$ cat config.mk
export PLATFORM = sky130hd
export DESIGN_NAME = gf_div_mds_flat
export DESIGN_NICKNAME = d
export VERILOG_FILES = /design/src/rtl/gf_div_mds_if.sv /design/src/rtl/gf_div_mds.sv /design/src/flat_wrapper.sv
export SDC_FILE = /design/constraint.sdc
export NUM_CORES = 1
export LEC_CHECK = 0
export ABC_CLOCK_PERIOD_IN_PS = 3450
export CAP_MARGIN = 5
export CORE_UTILIZATION = 45
export CTS_BUF_LIST = sky130_fd_sc_hd__clkbuf_4
export DETAILED_ROUTE_END_ITERATION = 10
export PLACE_DENSITY_LB_ADDON = 0.12
export SETUP_SLACK_MARGIN = 0.3
export SYNTH_ARGS = -nofsm -noshare
export SYNTH_HDL_FRONTEND = slang
export SYNTH_SLANG_ARGS = --single-unit
$ cat constraint.sdc
create_clock -name clk -period 3.45 [get_ports clk]
set_input_delay 0.5175 -clock clk [delete_from_list [all_inputs] [get_ports clk]]
set_output_delay 0.5175 -clock clk [all_outputs]
set_load 0.02 [all_outputs]
$ cat src/rtl/gf_div_mds_if.sv
// gf_div_mds_if: operand/result handshake bundle for the GF(2^8) divider.
// master = operand producer / result consumer, slave = divider.
interface gf_div_mds_if;
    localparam int unsigned DATA_W = 8;

    logic              in_valid;
    logic              in_ready;
    logic [DATA_W-1:0] num;
    logic [DATA_W-1:0] den;
    logic              out_valid;
    logic              out_ready;
    logic [DATA_W-1:0] quot;
    logic              div_zero;

    modport master (
        output in_valid, num, den, out_ready,
        input  in_ready, out_valid, quot, div_zero
    );

    modport slave (
        input  in_valid, num, den, out_ready,
        output in_ready, out_valid, quot, div_zero
    );
endinterface

$ cat src/rtl/gf_div_mds.sv
// gf_div_mds: sequential divider over GF(2^8) mod x^8+x^6+x^5+x^3+1 (0x169).
// quot = num * den^254 via square-and-multiply; one operation in flight.
// Optional macro GF_DIV_UNIT_BYPASS_EN: den==0x01 completes in one edge.
module gf_div_mds #(
    parameter int unsigned INV_STEPS = 7
) (
    input  logic           clk,
    input  logic           rst,
    gf_div_mds_if.slave    bus
);
    localparam int unsigned DATA_W  = 8;
    localparam int unsigned CNT_W   = 3;
    localparam logic [DATA_W-1:0] POLY_LO = 8'h69;

    typedef enum logic [1:0] {IDLE, INV, MUL, DONE} state_t;

    state_t            state, state_nxt;
    logic [DATA_W-1:0] a_r, a_nxt;
    logic [DATA_W-1:0] s_r, s_nxt;
    logic [DATA_W-1:0] acc_r, acc_nxt;
    logic [DATA_W-1:0] quot_r, quot_nxt;
    logic              div_zero_r, div_zero_nxt;
    logic              in_ready_r, out_valid_r;
    logic [CNT_W-1:0]  cnt, cnt_nxt;
    logic [DATA_W-1:0] s_sq_c;

    // Shift-and-add multiply, MSB first, reducing by 0x169 at each doubling.
    function automatic logic [DATA_W-1:0] gf_mul(input logic [DATA_W-1:0] a,
                                                 input logic [DATA_W-1:0] b);
        logic [DATA_W-1:0] p;
        p = '0;
        for (int i = DATA_W - 1; i >= 0; i--) begin
            p = {p[DATA_W-2:0], 1'b0} ^ (p[DATA_W-1] ? POLY_LO : 8'h00)
                ^ (b[i] ? a : 8'h00);
        end
        return p;
    endfunction

    // Squared base shared by the s and acc updates.
    assign s_sq_c = gf_mul(s_r, s_r);

    assign bus.in_ready  = in_ready_r;
    assign bus.out_valid = out_valid_r;
    assign bus.quot      = quot_r;
    assign bus.div_zero  = div_zero_r;

    // Next-state and datapath update.
    always_comb begin
        state_nxt    = state;
        a_nxt        = a_r;
        s_nxt        = s_r;
        acc_nxt      = acc_r;
        cnt_nxt      = cnt;
        quot_nxt     = quot_r;
        div_zero_nxt = div_zero_r;
        case (state)
            IDLE: begin
                if (bus.in_valid) begin
                    a_nxt   = bus.num;
                    s_nxt   = bus.den;
                    acc_nxt = 8'h01;
                    cnt_nxt = '0;
                    if (bus.den == 8'h00) begin
                        quot_nxt     = 8'h00;
                        div_zero_nxt = 1'b1;
                        state_nxt    = DONE;
`ifdef GF_DIV_UNIT_BYPASS_EN
                    end else if (bus.den == 8'h01) begin
                        quot_nxt     = bus.num;
                        div_zero_nxt = 1'b0;
                        state_nxt    = DONE;
`endif
                    end else begin
                        state_nxt = INV;
                    end
                end
            end
            INV: begin
                s_nxt   = s_sq_c;
                acc_nxt = gf_mul(acc_r, s_sq_c);
                cnt_nxt = cnt + CNT_W'(1);
                if (cnt == CNT_W'(INV_STEPS - 1)) begin
                    state_nxt = MUL;
                end
            end
            MUL: begin
                quot_nxt     = gf_mul(a_r, acc_r);
                div_zero_nxt = 1'b0;
                state_nxt    = DONE;
            end
            DONE: begin
                if (bus.out_ready) begin
                    state_nxt = IDLE;
                end
            end
            default: state_nxt = IDLE;
        endcase
    end

    // State, datapath and registered handshake outputs.
    always_ff @(posedge clk or posedge rst) begin
        if (rst) begin
            state       <= IDLE;
            a_r         <= '0;
            s_r         <= '0;
            acc_r       <= '0;
            cnt         <= '0;
            quot_r      <= '0;
            div_zero_r  <= 1'b0;
            in_ready_r  <= 1'b1;
            out_valid_r <= 1'b0;
        end else begin
            state       <= state_nxt;
            a_r         <= a_nxt;
            s_r         <= s_nxt;
            acc_r       <= acc_nxt;
            cnt         <= cnt_nxt;
            quot_r      <= quot_nxt;
            div_zero_r  <= div_zero_nxt;
            in_ready_r  <= (state_nxt == IDLE);
            out_valid_r <= (state_nxt == DONE);
        end
    end
endmodule

$ cat src/flat_wrapper.sv
// flat-port wrapper written by rule: the top's interface ports become plain ports
module gf_div_mds_flat 
#(
    parameter int unsigned INV_STEPS = 7
)
  (clk, rst, bus_in_valid, bus_num, bus_den, bus_out_ready, bus_in_ready, bus_out_valid, bus_quot, bus_div_zero);
  gf_div_mds_if bus_i ();
  input  logic clk;
  input  logic rst;
  input wire logic [$bits(bus_i.in_valid)-1:0] bus_in_valid;
  input wire logic [$bits(bus_i.num)-1:0] bus_num;
  input wire logic [$bits(bus_i.den)-1:0] bus_den;
  input wire logic [$bits(bus_i.out_ready)-1:0] bus_out_ready;
  output wire logic [$bits(bus_i.in_ready)-1:0] bus_in_ready;
  output wire logic [$bits(bus_i.out_valid)-1:0] bus_out_valid;
  output wire logic [$bits(bus_i.quot)-1:0] bus_quot;
  output wire logic [$bits(bus_i.div_zero)-1:0] bus_div_zero;
  assign bus_i.in_valid = bus_in_valid;
  assign bus_i.num = bus_num;
  assign bus_i.den = bus_den;
  assign bus_i.out_ready = bus_out_ready;
  assign bus_in_ready = bus_i.in_ready;
  assign bus_out_valid = bus_i.out_valid;
  assign bus_quot = bus_i.quot;
  assign bus_div_zero = bus_i.div_zero;
  gf_div_mds #(.INV_STEPS(INV_STEPS)) u_core (.clk(clk), .rst(rst), .bus(bus_i));
endmodule
==> results.ini <==
[routing]
via_per_inst = 5.57
finalWirelength_um = 10700
drt_iter0_markers = 216
drc = 6
drt-wirelength-per-cell_um = 16.6
route.vias.total = 3596
drt.antenna.violating_nets = 0
firstDrtPassIters = 8

[worst_setup_path]
critPathMaxFanout = 7
startpoint_type = flip-flop
startpoint = u_core.s_r[5]
r2r-end = u_core.acc_r[4]
cp.arrival_ns = 3.29
critPathCaptureType = flip-flop
path_class = reg2reg
worst-endpoint-required_ns = 3.71
r2r_cells = 9
reg2reg_from = u_core.s_r[5]
ff2ff_setup_slack_ns = 0.43

[floorplan]
initial_core_util_pct = 46.9
core_mm2 = 0.00881
rows = 34
ios = 31
die_y_um = 97.8
die_area_mm2 = 0.00956
die_w_um = 97.8

[synthesis]
synth_edf_count = 0
synth_seq_cells = 40
synthFlopType = dfrtp_1
ys_seq_area_share_pct = 24.3
ys_types = 59
yosysWarnings = 0
synthCells = 517
syn_area_per_cell_um2 = 7.98
synth_area_mm2 = 0.00413
ys_async_sr_fraction_pct = 100
syn-num-nets = 539

[clock_tree]
cts_made_buffers = 5
hold_buffers = 0
cts_tree = built
cts_num_sinks = 40
cts.htree.levels = 2
path_clk_slew_ns = 0.14
clk_latency_ns = 0.36
clock_path_buffers = 2
root_buffer = clkbuf_4

[timing]
fin_tns_setup_ns = 0
clock_skew_ns = 0.0168
setup_viol = 0
max_freq_mhz = 331
hold_viol = 0
slew_viol_final = 0
rsz0062_at_grt = false
tightest_slew_ns = 1.01
relSlewSlack_pct = 32.7
finalCritPeriodShare_pct = 87.6
fin_crit_ns = 3.02

[min_path]
hp-class = in2async

[final_layout]
final_nets = 559
area_growth_pct = 13.4
antenna_cells = 0
final_common_cell = nand2_1
mostFrequentLayoutCells = 125 x nand2_1, 102 x xnor2_1, 36 x dfrtp_1
layout-drive-gt1-share_pct = 12.1

[run]
drv_cap = 0

[outcome]
violations = design-rule violations
outcome = finished with violations

[placed_design]
portBuffers = 30
gp_congestion = 0.933
hpwl_um = 7790

[global_routing]
grt_pass1_wl_um = 17900
antenna_found_initial = 0
grt_max_degree = 40
overflow = 0
track_usage_pct = 23.6
grt_pass1_vias = 3466

## Yosys cell counts, drive strengths merged (4+ instances only)
master	number	area share [%]
nand3	9	1.1
mux2	9	2.5
buf	14	2.0
inv	8	0.73
a21oi	22	3.0
nand2b	6	0.91
xor2	22	5.3
o21ai	28	3.4
nand2	125	11
a22o	4	0.85
o22ai	7	1.1
a31oi	5	0.76
nor3	5	0.61
mux2i	6	1.5
xnor3	6	3.3
nor2b	6	0.91
nor2	18	1.6
xnor2	107	24
clkbuf	30	2.7
dfrtp	39	24
## worst max-delay path: stages, from the launching register on
cell and delay (ns):
dfrtp_2 0.49, xor3_2 0.50, a21oi_2 0.22, a21oi_4 0.06
xnor3_1 0.39, xnor3_2 0.31, xnor3_2 0.41, xnor2_1 0.17
a31o_1 0.22, a21o_1 0.17
## logic make-up (layout without fill, tap and decap cells)
logic type               after synthesis  in the layout  synth area share, %
multiplexers                          15             15                 3.91
XOR/XNOR                             136            136                 33.0
AO/OA/AOI/OAI                         90             90                 14.1
adder cells (fa/ha/maj)                2              2                0.606
flip-flops                            40             40                 24.3
AND/OR/NAND/NOR                      182            182                 18.7
buffers and inverters                 52             73                 5.43
## metrics by stage
step	setup WS, ns	utilization, %	instances	instance area, um2	hold slack (ns)
after detailed placement	0.199	51.6	635	4550	0.481
after floorplan	0.471	-	517	4130	0.470
after CTS	0.311	52.7	644	4640	0.262
after global placement	0.248	51.6	635	4550	0.461
after global routing	0.306	53.2	646	4680	0.245
final	0.428	53.2	646	4680	0.272
## routing by layer
| layer | wire (um) | vias to the layer above | track usage, % |
|---|---|---|---|
| met5 | 0 | - | 0 |
| met4 | 342 | 0 | 9.91 |
| met3 | 565 | 34 | 3.51 |
| met2 | 5080 | 118 | 38.5 |
| met1 | 4710 | 1708 | 31.4 |
| li1 | - | 1736 | - |
## cell type report
cell class,count,area (um2)
inverter,8,30.0
sequential,40,1010
clock buffer,5,37.5
tap,108,135
fill,842,4130
multi-input combinational,425,2930
timing repair buffer,57,503
clock inverter,3,42.5
## worst max-delay path by stage
stage	to	depth (start not counted)
4_1_cts	u_core.acc_r[4]	9
3_3_place_gp	u_core.acc_r[4]	9
5_1_grt	u_core.acc_r[4]	9
2_1_floorplan	u_core.acc_r[4]	10
3_5_place_dp	u_core.acc_r[4]	9
6_report	u_core.acc_r[4]	9
## registers in the layout, indices dropped and copies added (netlist names)
name,cells
u_core.bus.div_zero,1
u_core.cnt,3
u_core.state,2
u_core.bus.quot,8
u_core.acc_r,8
u_core.bus.in_ready,1
u_core.bus.out_valid,1
u_core.s_r,8
u_core.a_r,8
## timing repair
action | in CTS | in global routing
pin swaps | 1 | 2
setup buffers | 1 | 2
hold endpoints to repair | 0 | 0
setup endpoints to repair | 1 | 1
resized for setup | 3 | 3
Power is not shown: default switching activity piles up to over one toggle a cycle in this logic, so the estimate is an artifact.
==> RTL change 1: new RTL, config.mk and constraints unchanged <==
The 4 states of `state_t` get a one-hot encoding in 4 bits.
--- a/src/rtl/gf_div_mds.sv
+++ b/src/rtl/gf_div_mds.sv
@@ -12,7 +12,7 @@
     localparam int unsigned CNT_W   = 3;
     localparam logic [DATA_W-1:0] POLY_LO = 8'h69;
 
-    typedef enum logic [1:0] {IDLE, INV, MUL, DONE} state_t;
+    typedef enum logic [3:0] {IDLE = 4'b0001, INV = 4'b0010, MUL = 4'b0100, DONE = 4'b1000} state_t;
 
     state_t            state, state_nxt;
     logic [DATA_W-1:0] a_r, a_nxt;
Check against the original RTL: same outputs for any inputs over 4 cycles, from zero or initial values and one cycle with rst high; so few cycles prove little.
==> RTL change 1 against the unedited design <==
  * Area after synthesis increased by 2.4%
  * Die area increased by 2.4%
  * Non-clock buffer count decreased by 6
  * Sequential cell count increased by 2
  * Routed wire length decreased by 4.7%
  * Core utilization increased by 0.29 points
  * Final cell count unchanged
  * Sequential share of layout area increased by 0.78 points
  * Worst setup slack improved by 0.11 ns
  * Design area increased by 1.5%
  * Via count decreased by 5.2%
  * Critical endpoint unchanged
  * Largest cell class unchanged
  * Highest routed layer unchanged
Power is left out: the tool's default activity adds up to more than one toggle a clock period on the data nets, which glitch-free logic cannot reach.
==> RTL change 1: results (changes against the unedited design) <==
- Post-synth top cells: nand2_1 (158), xnor2_1 (108), dfrtp_1 (40) (was nand2_1 (125), xnor2_1 (103), dfrtp_1 (39))
- Worst hold path class: reg -> reg (was in -> async)
- CP Max Fanout: 12 (was 7)
- Crit path buffers/inverters: 0 (unchanged)
- Setup repair bufs after CTS: 0 (was 1)
- Port buffer count: 30 (unchanged)
- Number of global-route vias before repair: 3,505 (was 3,466)
- H-tree level count: 2 (unchanged)
- Seq/Total Area, Yosys: 24.9% (was 24.3%)
- GPL Wtd Cong: 0.858 (was 0.933)
- Drt via density: 5.28 (was 5.57)
- All-Layer GR Usage: 22.4% (was 23.6%)
- Final setup viols: 0 (unchanged)
- Top post-synthesis cells by area: dfrtp_1 (24%), xnor2_1 (22%), nand2_1 (14%) (was dfrtp_1 (24%), xnor2_1 (22%), nand2_1 (11%))
- Share of layout cells above drive strength 1: 11.2% (was 12.1%)
- Complex-gate fraction of the synthesized area: 10.8% (was 14.1%)
- Largest net degree at the start of global routing: 25 (was 40)
- Adder-Cell Fraction of Synth Area: 0.592% (was 0.606%)
- Clk_lat worst skew: 0.36 ns (about the same)
- DR pass1 iterations: 4 (was 8)
- Status: finished, final reports clean (was finished with violations)
- Post-DR wirelength/cell: 15.8 µm (was 16.6 µm)
- Most used DFF post-synth: dfrtp_1 (unchanged)
- Clk buf depth: 2 (unchanged)
- CP peak stage delay: 0.58 ns (was 0.50 ns)
- CP max-delay cell: dfrtp_2 (was xor3_2)
- Iter 0 DRT Violations: 170 (was 216)
- Xor and xnor area share after synthesis: 37.0% (was 33.0%)
- Asr flop ratio synth: 100% (unchanged)
- Multiplexer share of the synthesized area: 1.18% (was 3.91%)
- Clock Pin Slew Worst Setup and Hold Paths: approximately 0.15 ns
- Post-synth cell types: 52 (was 59)
- CTS root buf: clkbuf_4 (unchanged)
- CP top delay family: XOR/XNOR gates (unchanged)
- R2R Setup Slk: 0.54 ns (was 0.43 ns)
- Initial antenna violation count: 0 (unchanged)
- HPWL Detailed: 7420 µm (was 7790 µm)
- Clock skew: 0.0114 ns (was 0.0168 ns)
- Diodes inserted: 0 (unchanged)
- First-pass GRT wire length: 17,300 µm (was 17,900 µm)
- Worst-Margin Slew: 0.893 ns (was 1.01 ns)
- Yosys warns: 0 (unchanged)
- Num CTS Buffers: 5 (unchanged)
- Syn_nets: 542 (was 539)
- Nets: 559 (unchanged)
RTL change 1: final cells by class:
cell class	count	area (µm²)
fill	849	4140
multi-input combinational	428	2980
sequential	42	1060
timing repair buffer	51	458
tap	108	135
clock inverter	3	48.8
clock buffer	5	37.5
inverter	9	33.8
RTL change 1: per-layer routing:
metal | global-route usage [%] | vias to the layer above | wire length (µm)
li1 | - | 1712 | -
met1 | 28.0 | 1602 | 4550
met2 | 40.8 | 84 | 5080
met3 | 3.19 | 11 | 445
met4 | 5.17 | 0 | 123
met5 | 0 | - | 0
RTL change 1: worst paths after layout:
check,startpoint,endpoint,cells past startpoint
worst max register to register,u_core.s_r[7]$_DFFE_PP0P_,u_core.acc_r[4]$_DFFE_PP0P_,8
worst min-delay path,u_core.bus.div_zero$_DFFE_PP0P_,u_core.bus.div_zero$_DFFE_PP0P_,1
worst max-delay path,u_core.s_r[7]$_DFFE_PP0P_,u_core.acc_r[4]$_DFFE_PP0P_,8
worst min register to register,u_core.bus.div_zero$_DFFE_PP0P_,u_core.bus.div_zero$_DFFE_PP0P_,1
max in group asynchronous,rst,u_core.state[0]$_DFF_PP1_,3
min in group asynchronous,rst,u_core.a_r[6]$_DFFE_PP0P_,2
RTL change 1: repair_timing:
item,in CTS,in global routing
gates resized for setup,1,5
setup endpoints to repair,3,3
hold buffers,0,0
RTL change 1: stage by stage:
stage | utilization, % | setup slack (ns) | instance area (µm²) | hold slack (ns) | cells
5_1_grt | 53.4 | 0.350 | 4750 | 0.525 | 646
3_5_place_dp | 52.3 | 0.197 | 4650 | 0.474 | 638
4_1_cts | 53.2 | 0.324 | 4730 | 0.505 | 646
2_1_floorplan | - | 0.786 | 4230 | 0.457 | 520
6_report | 53.4 | 0.539 | 4750 | 0.500 | 646
3_3_place_gp | 52.3 | 0.322 | 4650 | 0.459 | 638
==> RTL change 2: new RTL, same settings <==
Without the edit above. `CNT_W`: 3 -> 5.
--- a/src/rtl/gf_div_mds.sv
+++ b/src/rtl/gf_div_mds.sv
@@ -9,7 +9,7 @@
     gf_div_mds_if.slave    bus
 );
     localparam int unsigned DATA_W  = 8;
-    localparam int unsigned CNT_W   = 3;
+    localparam int unsigned CNT_W   = 5;
     localparam logic [DATA_W-1:0] POLY_LO = 8'h69;
 
     typedef enum logic [1:0] {IDLE, INV, MUL, DONE} state_t;
Check against the original RTL: same outputs for any inputs over 4 cycles, from zero or initial values and one cycle with rst high; that may be too few to reach the edited logic, so the function may still have changed.
==> RTL change 2 against the unedited design <==
  * Routed wire length grew 4.1%
  * Critical path depth did not move
  * Largest cell class unchanged
  * Sequential cell count rose by 2
  * Worst setup slack worse by 0.017 ns
  * Area after synthesis rose by 4.0%
  * Design area grew 4.2%
  * Via count up 3.6%
Power is left out: the tool's default activity adds up to more than one toggle a clock period on the data nets, which glitch-free logic cannot reach.
==> RTL change 2: results (changes against the unedited design) <==
- Seq/Total Area, Yosys: 24.5% (was 24.3%)
- Post-DR wirelength/cell: 16.0 µm (was 16.6 µm)
- Worst hold path class: reg -> reg (was in -> async)
- Seq area share: 21.7% (was 21.5%)
- CP max-delay cell: dfrtp_1 (was xor3_2)
- Met1 usage: 37.0% (was 31.4%)
- Number of global-route vias before repair: 3,588 (was 3,466)
- CP top delay family: compound AO/OA/AOI/OAI gates (was XOR/XNOR gates)
- DR DRC count: 0 (was 6)
- Invs w/o clock: 6 (was 8)
- DR pass1 iterations: 4 (was 8)
- Clk_buf instances: 7 (was 5)
- Cts repair resizes: 1 (was 3)
- CP peak stage delay: 0.68 ns (was 0.50 ns)
- Top post-synthesis cells by area: dfrtp_1 (24%), xnor2_1 (23%), nand2_1 (12%) (was dfrtp_1 (24%), xnor2_1 (22%), nand2_1 (11%))
- Buffer share of cell area: 10.5% (was 10.7%)
- Clk tree area frac: 1.23% (was 1.71%)
- Filler Cell Count: 867 (was 842)
- Reg2reg end: u_core.acc_r[0]$_DFFE_PP0P_ (was u_core.acc_r[4]$_DFFE_PP0P_)
- Setup crit start: u_core.acc_r[5]$_DFFE_PP0P_ (was u_core.s_r[5]$_DFFE_PP0P_)
- Setup repair bufs after CTS: 0 (was 1)
- Status: finished, final reports clean (was finished with violations)
- M1 WL: 5450 µm (was 4710 µm)
- Syn_nets: 571 (was 539)
- Post-synth top cells: nand2_1 (141), xnor2_1 (115), dfrtp_1 (41) (was nand2_1 (125), xnor2_1 (103), dfrtp_1 (39))
- Met3 Use GR: 1.90% (was 3.51%)
- Mapped Cells: 549 (was 517)
- Share of layout cells above drive strength 1: 11.5% (was 12.1%)
- WP data arrival: 3.34 ns (was 3.29 ns)
- Nets: 588 (was 559)
- R2R Setup Slk: 0.41 ns (was 0.43 ns)
- Largest net degree at the start of global routing: 28 (was 40)
[RTL change 2: changes by cell type after synthesis, sizes merged, moves of 3 or more]
cell    delta
nand2     +16
and3b      +3
a211oi     +3
o22ai      +3
a21oi      -6
and3       +4
nand2b     -3
nand3      -6
inv        -3
xnor2     +10
o32ai      -3
nand4      +3
[RTL change 2: per-stage QoR]
step | setup WS [ns] | instance area [µm²]
2_1_floorplan | 0.409 | 4290
3_3_place_gp | 0.368 | 4750
3_5_place_dp | 0.305 | 4750
4_1_cts | 0.329 | 4820
5_1_grt | 0.304 | 4880
6_report | 0.412 | 4880
[RTL change 2: kinds of logic (layout without fill, tap and decap cells)]
kind of cell               count (synthesis)  count (layout)  synth area share (%)
AOI/OAI and AO/OA                         83              83                  12.0
and+or+nand+nor                          206             206                  21.2
xor gates and xnor gates                 148             148                  33.1
DFF                                       42              42                  24.5
muxes                                     14              14                  3.53
buffers and inverters                     54              72                  5.04
adders and majority gates                  2               2                 0.583
